==> config.mk <==
export PLATFORM = sky130hd
export DESIGN_NAME = alu_r32i
export DESIGN_NICKNAME = d
export VERILOG_FILES = /design/src/rtl/alu_r32i.sv
export SDC_FILE = /design/constraint.sdc
export NUM_CORES = 1
export LEC_CHECK = 0
export CORE_MARGIN = 5
export CORE_UTILIZATION = 58
export DETAILED_ROUTE_END_ITERATION = 8
export GPL_ROUTABILITY_DRIVEN = 0
export GPL_TIMING_DRIVEN = 1
export HOLD_SLACK_MARGIN = 0.02
export PLACE_DENSITY = 0.83
export SLEW_MARGIN = 0
export SYNTH_ARGS = -nofsm -noshare
export SYNTH_HDL_FRONTEND = slang
export SYNTH_SLANG_ARGS = --single-unit
export TNS_END_PERCENT = 10
==> constraint.sdc <==
create_clock -name clock -period 5.9 [get_ports clock]
set_input_delay 1.18 -clock clock [delete_from_list [all_inputs] [get_ports clock]]
set_output_delay 1.18 -clock clock [all_outputs]
set_load 0.01 [all_outputs]
==> src/rtl/alu_r32i.sv <==
// Single-cycle-latency RV32I-style ALU: shared add/sub/compare path, one log shifter, registered result.
// Optional registered zero flag is enabled by defining ALU_R32I_ZERO_FLAG_EN.
module alu_r32i #(
  parameter int dataW = 32
) (
  input  logic             clock,
  input  logic             reset,
  input  logic [dataW-1:0] A,
  input  logic [dataW-1:0] B,
  input  logic [3:0]       alucode,
  output logic [dataW-1:0] result
`ifdef ALU_R32I_ZERO_FLAG_EN
  ,
  output logic             zero
`endif
);

  localparam int SHW = 5;

  typedef enum logic [3:0] {
    OP_ADD  = 4'b0000,
    OP_SSL  = 4'b0001,
    OP_SLT  = 4'b0010,
    OP_SLTU = 4'b0011,
    OP_XOR  = 4'b0100,
    OP_SSR  = 4'b0101,
    OP_OR   = 4'b0110,
    OP_AND  = 4'b0111,
    OP_SUB  = 4'b1000,
    OP_SRA  = 4'b1101,
    OP_CPY  = 4'b1111
  } alu_op_e;

  // Shared adder: SUB, SLT and SLTU all use A + ~B + 1.
  logic             sub;
  logic [dataW-1:0] b_op;
  logic [dataW:0]   sum_ext;
  logic [dataW-1:0] sum;
  logic             carry;
  logic             lt_s;
  logic             lt_u;

  assign sub     = (alucode == OP_SUB) || (alucode == OP_SLT) || (alucode == OP_SLTU);
  assign b_op    = sub ? ~B : B;
  assign sum_ext = {1'b0, A} + {1'b0, b_op} + {{dataW{1'b0}}, sub};
  assign sum     = sum_ext[dataW-1:0];
  assign carry   = sum_ext[dataW];
  assign lt_u    = ~carry;
  // Differing signs decide signed order directly; otherwise the difference cannot overflow.
  assign lt_s    = (A[dataW-1] != B[dataW-1]) ? A[dataW-1] : sum[dataW-1];

  // Single right shifter; left shifts go through it bit-reversed.
  logic             left;
  logic             fill;
  logic [SHW-1:0]   shamt;
  logic [dataW-1:0] a_rev;
  logic [dataW-1:0] sh_in;
  logic [dataW-1:0] sh_out;
  logic [dataW-1:0] sh_rev;
  logic [dataW-1:0] sh_stage [0:SHW];

  assign left  = (alucode == OP_SSL);
  assign fill  = (alucode == OP_SRA) & A[dataW-1];
  assign shamt = B[SHW-1:0];

  always_comb begin
    a_rev = '0;
    for (int i = 0; i < dataW; i++) a_rev[i] = A[dataW-1-i];
  end

  assign sh_in       = left ? a_rev : A;
  assign sh_stage[0] = sh_in;

  for (genvar s = 0; s < SHW; s++) begin : g_shift
    localparam int D = 1 << s;
    assign sh_stage[s+1] = shamt[s] ? {{D{fill}}, sh_stage[s][dataW-1:D]} : sh_stage[s];
  end

  always_comb begin
    sh_rev = '0;
    for (int i = 0; i < dataW; i++) sh_rev[i] = sh_stage[SHW][dataW-1-i];
  end

  assign sh_out = left ? sh_rev : sh_stage[SHW];

  logic [dataW-1:0] nxt;

  always_comb begin
    nxt = '0;
    case (alucode)
      OP_ADD,
      OP_SUB:  nxt = sum;
      OP_SLT:  nxt = {{(dataW-1){1'b0}}, lt_s};
      OP_SLTU: nxt = {{(dataW-1){1'b0}}, lt_u};
      OP_XOR:  nxt = A ^ B;
      OP_OR:   nxt = A | B;
      OP_AND:  nxt = A & B;
      OP_SSL,
      OP_SSR,
      OP_SRA:  nxt = sh_out;
      OP_CPY:  nxt = B;
      default: nxt = '0;
    endcase
  end

  always_ff @(posedge clock) begin
    if (reset) result <= '0;
    else       result <= nxt;
  end

`ifdef ALU_R32I_ZERO_FLAG_EN
  always_ff @(posedge clock) begin
    if (reset) zero <= 1'b1;
    else       zero <= (nxt == '0);
  end
`endif

endmodule

==> summary.txt <==
Setup path
  – Crit-path cells: clkdlybuf4s50_1 > nor2_1 > a21oi_1 > nor2_4 > buf_4 > xnor2_1 > ha_1 > a21oi_1 > nand2b_1 > o32ai_1 > o211ai_1 > nor3_1 > o21ai_0 > a21oi_1 > xor2_1 > o22ai_1
  – CP max FO: 12
  – Kind of critical path: in2reg
  – CP startpoint kind: input port
  – Worst Path Buf+Inv: 2
  – CP dominant cell by count: a21oi_1
  – Max incr delay on CP: 0.59 ns
  – Crit-path slowest cell: clkdlybuf4s50_1
  – WP data arrival: 5.29 ns
  – Critical Path RT: 6.04 ns
  – Crit-path leading delay family: compound AO/OA/AOI/OAI gates
  – CP Capture Type: flop

Place
  – Final HPWL DP: 21.4 mm
  – PortBufs: 101
  – Dpl cells: 1209
  – Pre-CTS setup slack: 0.608 ns
  – DP Area: 8800 µm²

STA
  – Final worst slack: 0.748 ns
  – Actual slew at the worst max-slew pin: 0.945 ns
  – RSZ-0062 raised after global routing: false
  – Final slew viol count: 0
  – Worst slew margin: 36.7%
  – FMAX: 0.194 GHz
  – Setup TNS Final: 0 ns
  – Final setup fails: 0
  – Min cycle time layout: 5.15 ns
  – Final hold violation count: 0
  – Period utilization: 87.3%

Finish
  – Layout cell share with drive strength beyond 1: 7.59%
  – Post-layout util: 68.1%
  – Area Growth Syn to Fin: 16.3%
  – Final std cells w/o fill: 1217
  – Largest Register: result
  – Antenna fix cells: 0
  – Final nets: 1206
  – Largest register FFs: 32
  – Design Area, Final: 8950 µm²
  – Largest registers: result: 32 flops

Global route
  – Grt total ovfl: 0
  – First-pass GRT wire length: 43.4 mm
  – Initial antenna violation count: 0
  – Vias in the first global route: 7930
  – Largest net degree at the start of global routing: 52
  – Tot GR Track Use: 34.0%

CTS
  – Clk buf depth: 2
  – Clk slew on worst S/H paths: 0.06 ns
  – Hold buffer count at cts: 0
  – Clock sinks: 32
  – CTS resizes: 0
  – H-tree depth: 2
  – Root Driver: clkbuf_16
  – CTS tree: yes
  – Cts bufs inserted: 5
  – Setup Buffers After CTS: 0

Flow run
  – Max-Cap Viols: 0

Die
  – DIE AREA: 15700 µm²
  – Rows: 42
  – Starting Density: 58.6%
  – Die Ht: 125 µm
  – Chip Width: 125 µm
  – Core ar.: 13100 µm²
  – Io pins: 102

Synth
  – Largest family of logic cells by synthesized area: compound AO/OA/AOI/OAI gates
  – Distinct cell type count after synthesis: 77
  – Synth top area share: 15.4%
  – Number of synthesized flops with an enable pin: 0
  – Post-synth top area cell: ha_1
  – Main synth FF type: dfxtp_1
  – Post-Synth Adder-Cell Area: 15.7%
  – Mapped cell area: 7700 µm²
  – Seq/Total Area, Yosys: 8.32%
  – Multiplexer share of the synthesized area: 19.0%
  – Commonest cells in the synthesized netlist: nand2_1, ha_1, a21oi_1
  – Simple-Gate Fraction of Synth Area: 14.1%
  – Net count after synthesis: 1143
  – Yosys warns: 0
  – XOR/XNOR share of the synthesized area: 6.60%
  – Top-count cell post-synth: nand2_1
  – Syn avg cell area: 7.88 µm²
  – Synth top area cells: ha_1, dfxtp_1, mux4_2
  – Post-synthesis cell count: 977
  – Compound-Gate Fraction of Synth Area: 28.1%
  – Ys async rst share: 0%
  – Synth Register Bits: 32

Route
  – # DRC: 0
  – Routed WL: 27.9 mm
  – Drt pass-1 iters: 7
  – Via count: 8541
  – Vias per inst: 7.02
  – Wire per inst: 22.9 µm
  – Post-route ant nets: 0
  – Initial DRC count: 1484

Status
  – Status: completed

Worst hold path
  – Min-delay worst type: in2reg

Power
  – Pleak: 0.00368 µW
  – Peak supply drop: 105 µV
  – Pwr Density: 151 nW/µm²
==> tightest hold or removal path, cell delays in order <==
cell and delay (ns):
clkdlybuf4s50_1 0.51, a221oi_1 0.10, a31oi_1 0.12
==> per-stage QoR <==
stage,hold slack (ns),total power [µW]
after floorplan,1.37,787
after global placement,1.92,1030
after detailed placement,1.92,1050
after CTS,1.66,1320
after global routing,1.70,1410
final,1.67,1350
==> cells by family (layout without fill, tap and decap cells) <==
family | count (synthesis) | count (layout)
AO/OA/AOI/OAI | 320 | 320
XOR/XNOR | 58 | 58
adder cells (fa/ha/maj) | 96 | 96
buffers and inverters | 144 | 208
flip-flops | 32 | 32
multiplexers | 85 | 85
AND/OR/NAND/NOR | 242 | 242
==> area by class of cell <==
| type | instances | area, µm² |
|---|---|---|
| repair buffers | 125 | 1200 |
| clock buffers | 5 | 125 |
| inverters | 75 | 282 |
| multi-input cells | 801 | 6450 |
| flip-flops and latches | 32 | 641 |
| clock inverters | 3 | 23.8 |
| well taps | 176 | 220 |
| fillers | 1092 | 4190 |
==> metal layers <==
layer,track usage [%],routed length [µm]
met5,0,0
met4,18.4,2160
met3,6.57,3160
met2,52.6,11800
met1,44.9,10800
==> power breakdown <==
part / leakage, µW / total [µW] / internal (µW) / switching [µW]
clock network: 0.0000660 / 275 / 157 / 118
logic: 0.00335 / 842 / 353 / 489
registers: 0.000261 / 236 / 231 / 5.70
==> path summary, 6_finish.rpt <==
| kind | from | end | slack [ns] | cells after the start |
|---|---|---|---|---|
| worst max-delay path | alucode[0] | result[28] | 0.75 | 16 |
| worst min-delay path | B[26] | result[26] | 1.67 | 3 |
==> layout by cell type, fill, tap and decap left out, drive strengths merged, types with 14 or more instances in the layout <==
cell type	netlist	routed
a21oi	82	82
inv	73	73
a221oi	18	18
xnor2	48	48
mux4	42	42
mux2i	38	38
a31oi	15	15
a22oi	23	23
nand3	14	14
clkdlybuf4s50	0	101
a21o	16	16
o211ai	25	25
nor2	49	49
buf	35	24
o22ai	17	17
ha	95	95
dfxtp	32	32
o21ai	51	51
nand2	119	119
No activity file was read; power rests on OpenSTA's default activity.
